File: src/rtl/multicycle_controller.sv
// Sequencing FSM for the multicycle RV32I core: walks the shared ALU, unified memory
// port, register file and PC/IR through 3-5 cycles per instruction, with mem_ready stalls.
module multicycle_controller #(
  parameter bit ILLEGAL_TRAP = 1'b1
) (
  input  logic       clock,
  input  logic       reset,
  input  logic [6:0] opcode,
  input  logic [2:0] funct3,
  input  logic       funct7b5,
  input  logic       zero,
  input  logic       mem_ready,
  output logic       mem_read,
  output logic       mem_write,
  output logic       addr_select,
  output logic       IR_write,
  output logic       PC_write,
  output logic       reg_write,
  output logic [1:0] ALU_src_A,
  output logic [1:0] ALU_src_B,
  output logic [2:0] ALU_control,
  output logic [1:0] result_select,
  output logic       instr_done,
  output logic       illegal
);

  typedef enum logic [3:0] {
    S_FETCH, S_DECODE, S_MEMADR, S_MEMREAD, S_MEMWB, S_MEMWRITE,
    S_EXEC_R, S_EXEC_I, S_JAL, S_ALUWB, S_BEQ, S_ILLEGAL
  } state_t;

  localparam logic [6:0] OP_LW   = 7'b0000011;
  localparam logic [6:0] OP_SW   = 7'b0100011;
  localparam logic [6:0] OP_R    = 7'b0110011;
  localparam logic [6:0] OP_I    = 7'b0010011;
  localparam logic [6:0] OP_JAL  = 7'b1101111;
  localparam logic [6:0] OP_BEQ  = 7'b1100011;

  localparam logic [2:0] ALU_ADD = 3'b000;
  localparam logic [2:0] ALU_SUB = 3'b001;
  localparam logic [2:0] ALU_AND = 3'b010;
  localparam logic [2:0] ALU_OR  = 3'b011;
  localparam logic [2:0] ALU_SLT = 3'b101;

  localparam logic [1:0] A_PC    = 2'b00;
  localparam logic [1:0] A_OLDPC = 2'b01;
  localparam logic [1:0] A_RS1   = 2'b10;
  localparam logic [1:0] B_RS2   = 2'b00;
  localparam logic [1:0] B_IMM   = 2'b01;
  localparam logic [1:0] B_FOUR  = 2'b10;

  localparam logic [1:0] RES_ALUOUT = 2'b00;
  localparam logic [1:0] RES_MEM    = 2'b01;
  localparam logic [1:0] RES_ALU    = 2'b10;

  state_t     state, state_nxt;
  logic [2:0] alu_dec;
  logic       rd_raw, wr_raw, irw_raw, pcw_raw, rw_raw, done_raw;

  always_ff @(posedge clock or negedge reset) begin
    if (!reset) state <= S_FETCH;
    else        state <= state_nxt;
  end

  // Only register-register ops with funct7b5 subtract; addi with IR[30] set stays an add.
  always_comb begin
    alu_dec = ALU_ADD;
    case (funct3)
      3'b000:  alu_dec = (opcode[5] & funct7b5) ? ALU_SUB : ALU_ADD;
      3'b010:  alu_dec = ALU_SLT;
      3'b110:  alu_dec = ALU_OR;
      3'b111:  alu_dec = ALU_AND;
      default: alu_dec = ALU_ADD;
    endcase
  end

  always_comb begin
    state_nxt     = state;
    rd_raw        = 1'b0;
    wr_raw        = 1'b0;
    irw_raw       = 1'b0;
    pcw_raw       = 1'b0;
    rw_raw        = 1'b0;
    done_raw      = 1'b0;
    addr_select   = 1'b0;
    ALU_src_A     = A_PC;
    ALU_src_B     = B_RS2;
    ALU_control   = ALU_ADD;
    result_select = RES_ALUOUT;
    illegal       = 1'b0;
    case (state)
      S_FETCH: begin
        rd_raw = 1'b1;
        if (mem_ready) begin
          irw_raw       = 1'b1;
          pcw_raw       = 1'b1;
          ALU_src_A     = A_PC;
          ALU_src_B     = B_FOUR;
          result_select = RES_ALU;
          state_nxt     = S_DECODE;
        end
      end
      S_DECODE: begin
        // Branch/jump target is computed speculatively into ALUOut here.
        ALU_src_A = A_OLDPC;
        ALU_src_B = B_IMM;
        case (opcode)
          OP_LW, OP_SW: state_nxt = S_MEMADR;
          OP_R:         state_nxt = S_EXEC_R;
          OP_I:         state_nxt = S_EXEC_I;
          OP_JAL:       state_nxt = S_JAL;
          OP_BEQ:       state_nxt = S_BEQ;
          default:      state_nxt = ILLEGAL_TRAP ? S_ILLEGAL : S_FETCH;
        endcase
      end
      S_MEMADR: begin
        ALU_src_A = A_RS1;
        ALU_src_B = B_IMM;
        state_nxt = opcode[5] ? S_MEMWRITE : S_MEMREAD;
      end
      S_MEMREAD: begin
        addr_select = 1'b1;
        rd_raw      = 1'b1;
        if (mem_ready) state_nxt = S_MEMWB;
      end
      S_MEMWB: begin
        result_select = RES_MEM;
        rw_raw        = 1'b1;
        done_raw      = 1'b1;
        state_nxt     = S_FETCH;
      end
      S_MEMWRITE: begin
        addr_select = 1'b1;
        wr_raw      = 1'b1;
        if (mem_ready) begin
          done_raw  = 1'b1;
          state_nxt = S_FETCH;
        end
      end
      S_EXEC_R: begin
        ALU_src_A   = A_RS1;
        ALU_src_B   = B_RS2;
        ALU_control = alu_dec;
        state_nxt   = S_ALUWB;
      end
      S_EXEC_I: begin
        ALU_src_A   = A_RS1;
        ALU_src_B   = B_IMM;
        ALU_control = alu_dec;
        state_nxt   = S_ALUWB;
      end
      S_JAL: begin
        // PC takes the target held in ALUOut while the ALU forms old_PC+4 for rd.
        ALU_src_A     = A_OLDPC;
        ALU_src_B     = B_FOUR;
        result_select = RES_ALUOUT;
        pcw_raw       = 1'b1;
        state_nxt     = S_ALUWB;
      end
      S_ALUWB: begin
        result_select = RES_ALUOUT;
        rw_raw        = 1'b1;
        done_raw      = 1'b1;
        state_nxt     = S_FETCH;
      end
      S_BEQ: begin
        ALU_src_A     = A_RS1;
        ALU_src_B     = B_RS2;
        ALU_control   = ALU_SUB;
        result_select = RES_ALUOUT;
        pcw_raw       = zero;
        done_raw      = 1'b1;
        state_nxt     = S_FETCH;
      end
      S_ILLEGAL: begin
        illegal = 1'b1;
      end
      default: state_nxt = S_FETCH;
    endcase
  end

  // Strobes are gated by reset directly so they drop the moment reset falls.
  assign mem_read   = rd_raw   & reset;
  assign mem_write  = wr_raw   & reset;
  assign IR_write   = irw_raw  & reset;
  assign PC_write   = pcw_raw  & reset;
  assign reg_write  = rw_raw   & reset;
  assign instr_done = done_raw & reset;

endmodule

File: config.mk
export PLATFORM = sky130hd
export DESIGN_NAME = multicycle_controller
export DESIGN_NICKNAME = d
export VERILOG_FILES = /design/src/rtl/multicycle_controller.sv
export SDC_FILE = /design/constraint.sdc
export NUM_CORES = 1
export LEC_CHECK = 0
export BUFFER_PORTS_ARGS = -buffer_cell sky130_fd_sc_hd__buf_2
export CAP_MARGIN = 25
export CELL_PAD_IN_SITES_DETAIL_PLACEMENT = 1
export CELL_PAD_IN_SITES_GLOBAL_PLACEMENT = 1
export CORE_ASPECT_RATIO = 1.25
export CORE_MARGIN = 2
export CORE_UTILIZATION = 32
export CTS_BUF_LIST = sky130_fd_sc_hd__clkbuf_2
export DETAILED_ROUTE_END_ITERATION = 7
export HOLD_SLACK_MARGIN = 0.05
export MAX_ROUTING_LAYER = met4
export PLACE_DENSITY = 0.88
export SYNTH_ARGS = -nofsm -noshare
export SYNTH_HDL_FRONTEND = slang
export SYNTH_SLANG_ARGS = --single-unit
File: constraint.sdc
create_clock -name clock -period 3.6 [get_ports clock]
set_input_delay 0.18 -clock clock [delete_from_list [all_inputs] [get_ports clock]]
set_output_delay 0.18 -clock clock [all_outputs]
set_load 0.005 [all_outputs]
; Word level (Yosys, flattened, before mapping)
; Index checks and enable logic that the tools add are counted.
[totals]
register_bits = 4
inputBits = 15
output_inout_bits = 17
[classes]
eq_ne = 23
mux = 22
bitwise = 8
n_reduce_logical = 13
[op_table]
columns = operator, count
row1 = one-hot mux 4 bit (7 select lines), 1
row2 = one-hot mux 4 bit (5 select lines), 1
row3 = equality test 4 x 3 -> 1 bit (second input constant), 4
row4 = equality test 4 bit (second input constant), 4
row5 = equality test 7 x 6 -> 1 bit (second input constant), 2
row6 = equality test 7 bit (second input constant), 2
row7 = 2-to-1 mux 4 bit, 3
row8 = one-hot mux 3 bit (4 select lines), 1
row9 = OR reduction 2 bit, 6
row10 = OR reduction 3 bit, 3
row11 = equality test 4 x 2 -> 1 bit (second input constant), 2
row12 = 2-to-1 mux 1 bit, 8
row13 = one-hot mux 2 bit (2 select lines), 2
row14 = bitwise AND 1 bit, 7
row15 = equality test 7 x 2 -> 1 bit (second input constant), 1
row16 = equality test 7 x 5 -> 1 bit (second input constant), 1
row17 = equality test 3 bit (second input constant), 2
row18 = inequality test 2 bit (second input constant), 3
row19 = one-hot mux 2 bit (3 select lines), 1
row20 = one-hot mux 3 bit (2 select lines), 1
row21 = equality test 4 x 1 -> 1 bit (second input constant), 1
row22 = zero test 4 bit, 1
row23 = AND reduction 4 bit, 1
row24 = OR reduction 4 bit, 1
row25 = other kinds (7), 7

; Depth between registers and ports, before layout
; Gate-level depths: netlist of run 1.
[depth]
word_depth = 4
depth_mapped = 6
ltp_nobuf = 4

; Worst setup path before layout of run 1
; Ideal clock, no wire load.
[synth_path]
path_kind = register to register
start = reg state[2]
end = reg state[0]
setup_ps = 78
arrival_ps = 1463
required_ps = 3522
setup_slack_ps = 2060
stages_incl_launch_ff = 5
n_path_buf = 1
path_cell_list = dfrtp_1 -> buf_6 -> or4b_4 -> or3_1 -> a21oi_1
[synth_between]
elab_chain_cells = 3
elab_cells_between_ends = 16
cone_classes = eq/ne: 11 / mux: 1 / bitwise: 1 / reduce/logical: 3
[synth_lines]
columns = element, line
row1 = start: declaration, 56  ; state_t state, state_nxt;
row2 = start signal: assignment, 62  ; else state <= state_nxt;
row3 = "equality test 4 bit, or another cell as far along", 91  ; case (state)
row4 = "OR reduction 3 bit (no source line), or another cell as far along", -
row5 = one-hot mux 4 bit (7 select lines) / AND reduction 4 bit (equally long branches), -
; Several ways; a longest one is shown, not always the timed one.
; A chain may end at the register's enable or synchronous reset.

; Final worst setup path of run 1
[layout_path]
start = reg state[0]
end = out instr_done
[layout_between]
elab_chain_cells = 4
elab_cells_between_ends = 7
cone_classes = eq/ne: 4 / mux: 1 / bitwise: 1 / reduce/logical: 1
[layout_lines]
columns = element, line
row1 = equality test 4 bit / equality test 4 x 3 -> 1 bit (equally long branches), 91
row2 = OR reduction 3 bit (no source line), -
row3 = one-hot mux 1 bit (2 select lines) *, 91
row4 = bitwise AND 1 bit *, 188  ; assign instr_done = done_raw & reset;
row5 = end: declaration, 23  ; output logic instr_done,
; Every way passes the cells marked *; elsewhere a longest branch is shown, timed or not.

==> metrics.csv, run 1 <==
stage,metric,value,unit
outcome,status,"complete, no violations",
global_routing,antenna_found_initial,0,
timing,fin_ws,1.62,ns
timing,rsz0062_at_grt,false,
clock_network,path_clk_slew,0.04,ns
die,core_region_area,0.00177,sq mm
logic_synthesis,synth_xor_area_share,1.45,%
power_and_ir_drop,swShare,52.7,%
global_routing,grt_usage,19.4,%
final_layout,final_nets,135,
logic_synthesis,synthMuxAreaShare,1.66,%
critical_path,start_kind,flip-flop,
final_layout,largest_reg_flops,4,
die,row_count,17,
routing,first_pass_iters,4,
critical_path,endpoint_kind,primary output,
routing,first_iter_violations,5,
routing,vias_per_cell,5.75,
logic_synthesis,syn_area,603,sq um
timing,fin_setup_tns,0,ns
power_and_ir_drop,pwr-share-clk,6.4,%
clock_network,cts_buffers,3,
clock_network,post_cts_buffers,0,
logic_synthesis,synth_edf_count,0,
routing,wirelength,1.94,mm
logic_synthesis,syn_inst,91,
clock_network,tritoncts,yes,
final_layout,post_route_cells_drive_above_1_share,30.5,%
power_and_ir_drop,p_seq_share,28.7,%
logic_synthesis,yosys.area_share.simple,42.9,%
power_and_ir_drop,power_density,803,mW/mm^2
clock_network,clockBufferDepth,2,
routing,via_count,788,
timing,hold_violations,0,
timing,fin_crit_sh,55.0,%
logic_synthesis,synth_cell_types,35,
critical_path,crit_arrival,1.80,ns
power_and_ir_drop,p_int,0.000291,W
clock_network,clkSinkCount,4,
timing,period_minus_slack,1.98,ns
final_layout,utilization,43.4,%
logic_synthesis,ys_ff_latch,4,
clock_network,holdBufCountCts,1,
timing,drv_slew,0,
timing,clock_skew,0.000985,ns
critical_path,rrSetupSlack,1.79,ns
die,die_h,52.5,um
timing,max_freq,0.505,GHz
global_routing,grt_pass1_wl,3.33,mm
final_layout,n_fill_cell,258,
die,die_x,42.8,um
routing,routedWlPerCell,14.1,um
job,drv_cap,0,
final_layout,top_regs,state (4),
final_layout,antenna_cells,0,
logic_synthesis,yosysSeqAreaShare,16.6,%
critical_path,slowest_delay,0.67,ns
critical_path,crit_type,flip-flop to primary output,
clock_network,root_buffer,clkbuf_2,
global_routing,grt_max_degree,23,
global_routing,grt_pass1_vias,775,
timing,slew_headroom,57.4,%
place,post-place-ws,1.79,ns
power_and_ir_drop,p_comb_share,64.9,%
power_and_ir_drop,ir_drop,0.384,mV
place,port_buffers,31,
worst_hold_path,hold_path.class,input port to asynchronous set/reset pin,
final_layout,syn_to_final_growth,27.2,%
logic_synthesis,synth_compound_area_share,28.2,%
critical_path,required,3.42,ns
logic_synthesis,synth.net_count,106,
timing,finalSetupViolCount,0,
logic_synthesis,synth.yosys.warnings,0,
critical_path,cp_max_fo,18,
logic_synthesis,synthArstFlopShare,100,%
timing,worst_pin_slew,0.638,ns
clock_network,htree_levels,1,
logic_synthesis,ys.flop_type,dfrtp_1,
power_and_ir_drop,switchingPower,0.000324,W
die,dieArea,0.00225,sq mm
place,gp_congestion,0.785,
critical_path,crit_slowest_cell,dfrtp_1,
final_layout,largest-register,state,
critical_path,critical_path.cell_chain,"nor2b_1, a22o_1, a22oi_1, nor2_1, buf_2",
routing,remaining_drc_errors,0,
place,hpwl,1.53,mm
logic_synthesis,synth_top_family_by_area,simple AND/OR/NAND/NOR gates,
die,start_util,34.2,%
logic_synthesis,synthAdderAreaFrac,0,%
clock_network,cts_resized,0,
global_routing,gr-total-overflow,0,
routing,antenna_left,0,
clock_network,clk_latency,0.20,ns
power_and_ir_drop,leakagePower,0.368,nW
logic_synthesis,avgSynthCellArea,6.63,sq um
die,ios,32,
## stage by stage
step	area [sq um]	power, W	cells	hold WS, ns
floorplan	603	0.000455	91	-0.116
global placement	742	0.000557	133	-0.00720
detailed placement	742	0.000578	133	-0.00554
CTS	767	0.000623	137	0.307
global route	767	0.000688	137	0.309
finish	767	0.000616	137	0.315
## layout by cell type (no fill, tap or decap), types with 2 or more instances in the layout
cell / netlist / final
a21oi_1: 7 / 7
a22oi_1: 2 / 2
a31oi_1: 2 / 2
buf_2: 2 / 31
clkbuf_2: 0 / 3
dfrtp_1: 4 / 4
inv_1: 4 / 4
nand2_1: 6 / 6
nand2b_1: 4 / 4
nand3_1: 2 / 2
nor2_1: 13 / 13
nor2b_1: 4 / 4
nor3_1: 10 / 10
nor4_1: 4 / 4
o21ai_0: 2 / 2
## metal layers
layer,wire (um),share of wire [%],up-vias,GRT usage (%)
met2,1000,52,25,34.3
met3,92,4.7,4,2.07
met4,50,2.6,0,7.81
met5,0,0,-,-
met1,794,41,364,22.0
li1,-,-,395,-
## power groups by stage
| stage | clock (W) | sequential (W) | combinational (W) |
|---|---|---|---|
| CTS | 0.0000423 | 0.000174 | 0.000407 |
| global route | 0.0000447 | 0.000191 | 0.000452 |
| detailed placement | 0 | 0.000173 | 0.000405 |
| floorplan | 0 | 0.0000843 | 0.000370 |
| global placement | 0 | 0.000169 | 0.000388 |
| finish | 0.0000393 | 0.000177 | 0.000400 |
## synthesized netlist by cell type (all sizes together) (2+ instances only)
| master | instances | area share [%] |
|---|---|---|
| nand2b | 4 | 4.1 |
| a31oi | 2 | 2.1 |
| o21ai | 2 | 1.7 |
| dfrtp | 4 | 17 |
| clkbuf | 5 | 3.1 |
| nand3 | 2 | 1.7 |
| nand2 | 6 | 3.7 |
| nor2b | 4 | 4.1 |
| buf | 3 | 3.5 |
| nor2 | 13 | 8.1 |
| a22oi | 2 | 2.5 |
| a21oi | 7 | 5.8 |
| nor4 | 4 | 4.1 |
| nor3 | 10 | 8.3 |
| inv | 4 | 2.5 |
## worst max-delay path: cells and delay by family, from the launching register on
| kind | cells | cell delay [ns] |
|---|---|---|
| simple gates | 2 | 0.53 |
| compound gates | 2 | 0.28 |
| flops | 1 | 0.67 |
| buf+inv | 1 | 0.11 |
## final timing paths
path / start / end / depth (start not counted)
worst max register to register: state[1]$_DFFE_PN0P_ / state[0]$_DFFE_PN0P_ / 3
worst max-delay path: state[0]$_DFFE_PN0P_ / instr_done / 5
min in group clock: opcode[4] / state[0]$_DFFE_PN0P_ / 3
worst min-delay path: reset / state[0]$_DFFE_PN0P_ / 2
max in group asynchronous: reset / state[1]$_DFFE_PN0P_ / 2
worst min register to register: state[3]$_DFFE_PN0P_ / state[2]$_DFFE_PN0P_ / 1
## cells by family (layout without fill, tap and decap cells)
family / after synthesis / count (layout)
AOI/OAI and AO/OA: 24 / 24
xor gates and xnor gates: 1 / 1
buffers and inverters: 12 / 39
DFF: 4 / 4
muxes: 1 / 1
and+or+nand+nor: 49 / 49
## cell type report
type                       instances  area [sq um]  area share (%)
tap                               19          23.8            3.10
clock buffer                       3          15.0            1.96
timing repair buffer              32           165            21.5
multi-input combinational         75           448            58.4
inverter                           4          15.0            1.96
sequential                         4           100            13.1
Note: power is estimated with default switching activity, not from simulation.
==> run 2: changes to the inputs <==
--- a/config.mk
+++ b/config.mk
@@ -11,12 +11,12 @@
 export CELL_PAD_IN_SITES_GLOBAL_PLACEMENT = 1
 export CORE_ASPECT_RATIO = 1.25
 export CORE_MARGIN = 2
-export CORE_UTILIZATION = 32
+export CORE_UTILIZATION = 30
 export CTS_BUF_LIST = sky130_fd_sc_hd__clkbuf_2
 export DETAILED_ROUTE_END_ITERATION = 7
 export HOLD_SLACK_MARGIN = 0.05
 export MAX_ROUTING_LAYER = met4
-export PLACE_DENSITY = 0.88
+export PLACE_DENSITY = 0.84
 export SYNTH_ARGS = -nofsm -noshare
 export SYNTH_HDL_FRONTEND = slang
 export SYNTH_SLANG_ARGS = --single-unit
==> constraint.sdc (replaced) <==
create_clock -name clock -period 2 [get_ports clock]
set_input_delay 0.1 -clock clock [delete_from_list [all_inputs] [get_ports clock]]
set_output_delay 0.1 -clock clock [all_outputs]
set_load 0.005 [all_outputs]
==> metrics.csv, run 2 (synthesis results as in run 1) <==
stage,metric,value,unit,change
routing,antenna_left,0,,unchanged
power_and_ir_drop,p_seq_share,17.8,%,-11 points
timing,fin_setup_tns,0,ns,unchanged
job,drv_cap,0,,unchanged
timing,rsz0062_at_grt,false,,
power_and_ir_drop,swShare,50.8,%,-1.9 points
routing,via_count,821,,+4.2%
critical_path,path_buf_inv,2,,+1
final_layout,final_nets,140,,+3.7%
final_layout,largest-register,state,,
power_and_ir_drop,p_int,0.000586,W,+100%
global_routing,grt_pass1_wl,3.53,mm,+6.2%
routing,routedWlPerCell,14.6,um,+3.2%
die,start_util,31.1,%,-3.0 points
clock_network,htree_levels,1,,unchanged
critical_path,start_kind,flip-flop,,
worst_hold_path,hold_path.class,input port to asynchronous set/reset pin,,
critical_path,slowest_delay,0.56,ns,-0.11 ns
clock_network,cts_buffers,3,,unchanged
timing,fin_crit_sh,89.5,%,
routing,vias_per_cell,5.74,,-0.18%
timing,slew_headroom,61.8,%,+4.3 points
global_routing,use_met2,36.0,%,+1.7 points
place,hpwl,1.70,mm,+11%
routing,first_pass_iters,4,,unchanged
final_layout,mostFrequentLayoutCell,buf_2,,
final_layout,post_route_cells_drive_above_1_share,33.3,%,+2.8 points
global_routing,grt_usage,20.2,%,+0.86 points
critical_path,required,1.90,ns,-1.52 ns
clock_network,root_buffer,clkbuf_2,,
clock_network,clkSinkCount,4,,unchanged
final_layout,syn_to_final_growth,33.6,%,
critical_path,cp_max_fo,12,,-6
global_routing,grt_use_met3,5.03,%,+3.0 points
routing,wirelength,2.09,mm,+7.7%
die,die_x,44.1,um,+3.0%
clock_network,cts_resized,0,,unchanged
timing,fin_ws,0.210,ns,-1.41 ns
power_and_ir_drop,pwr-share-clk,6.1,%,-0.3 points
global_routing,antenna_found_initial,0,,unchanged
place,place_area,781,sq um,+5.2%
critical_path,crit_type,flip-flop to primary output,,
final_layout,final_cell_mix,"buf_2 (31), nor2_1 (13), nor3_1 (10)",,
critical_path,crit_arrival,1.69,ns,-0.11 ns
critical_path,crit_slowest_cell,dfrtp_1,,
clock_network,path_clk_slew,0.05,ns,about the same
final_layout,final_area,806,sq um,+5.1%
die,ios,32,,unchanged
outcome,status,"complete, no violations",,
power_and_ir_drop,leakagePower,0.394,nW,+7.0%
die,row_count,18,,+1
critical_path,crit_family,flip-flops,,
place,post-place-ws,0.355,ns,-1.43 ns
die,core_region_area,0.00194,sq mm,+9.7%
global_routing,met1_usage,21.6,%,-0.48 points
die,dieArea,0.00239,sq mm,+6.1%
power_and_ir_drop,ir_drop,0.779,mV,+100%
place,port_buffers,31,,unchanged
timing,clock_skew,0.00706,ns,+0.00608 ns
timing,period_minus_slack,1.79,ns,
routing,remaining_drc_errors,0,,unchanged
power_and_ir_drop,switchingPower,0.000604,W,+86%
critical_path,endpoint_kind,primary output,,
routing,first_iter_violations,10,,+5
final_layout,largest_reg_flops,4,,unchanged
timing,drv_slew,0,,unchanged
critical_path,critical_path.cell_chain,"buf_4, nor2b_1, a22o_1, a22oi_1, nor2_1, buf_2",,
timing,max_freq,0.559,GHz,
final_layout,top_regs,state (4),,
timing,hold_violations,0,,unchanged
timing,finalSetupViolCount,0,,unchanged
die,die_h,54.1,um,+3.0%
clock_network,tritoncts,yes,,
power_and_ir_drop,power_density,1480,mW/mm^2,+84%
power_and_ir_drop,p_comb_share,76.2,%,+11 points
global_routing,grt_max_degree,21,,-8.7%
global_routing,grt_busiest_layer,met2,,
clock_network,clockBufferDepth,2,,unchanged
timing,worst_pin_slew,0.568,ns,-0.0698 ns
final_layout,antenna_cells,0,,unchanged
global_routing,gr-total-overflow,0,,unchanged
place,gp_congestion,0.908,,+16%
clock_network,clk_latency,0.21,ns,about the same
global_routing,grt_pass1_vias,803,,+3.6%
run 2: final timing paths:
check	start	endpoint	slack, ns	depth (start not counted)
setup / recovery	state[3]$_DFFE_PN0P_	instr_done	0.21	6
hold / removal	reset	state[3]$_DFFE_PN0P_	0.23	2
setup reg to reg	state[0]$_DFFE_PN0P_	state[0]$_DFFE_PN0P_	0.34	3
hold reg to reg	state[1]$_DFFE_PN0P_	state[1]$_DFFE_PN0P_	0.63	2
max in group asynchronous	reset	state[1]$_DFFE_PN0P_	1.64	2
min in group clock	opcode[4]	state[0]$_DFFE_PN0P_	0.24	3
run 2: per-layer routing:
| metal | wire length (um) | share of wire, % |
|---|---|---|
| met5 | 0 | 0 |
| met1 | 853 | 41 |
| met2 | 1070 | 51 |
| met4 | 34 | 1.6 |
| met3 | 131 | 6.3 |
run 2: layout make-up:
cell class / count / area (sq um)
Clock buffer: 3 / 15.0
Fill cell: 271 / 1130
Inverter: 4 / 15.0
Multi-Input combinational cell: 75 / 448
Sequential cell: 4 / 100
Tap cell: 20 / 25.0
Timing Repair Buffer: 37 / 203
run 2: timing repair:
action,CTS,global route
buffers inserted,0,0
endpoints found under the hold margin,4,0
hold buffers,1,0
run 2: power groups by stage:
stage	registers, W	logic [W]	clock network, W
after floorplan	0.000152	0.000667	0
after global placement	0.000201	0.000874	0
after detailed placement	0.000208	0.000906	0
after CTS	0.000208	0.000913	0.0000745
after global routing	0.000222	0.00103	0.0000819
final	0.000212	0.000906	0.0000722
run 2: per-stage QoR:
step                hold WS [ns]  total power [W]  cells  utilization [%]
floorplan                 -0.196         0.000819     91                -
global placement         -0.0861          0.00108    139             40.3
detailed placement       -0.0826          0.00111    139             40.3
CTS                        0.226          0.00120    143             41.6
global route               0.248          0.00133    143             41.6
finish                     0.227          0.00119    143             41.6
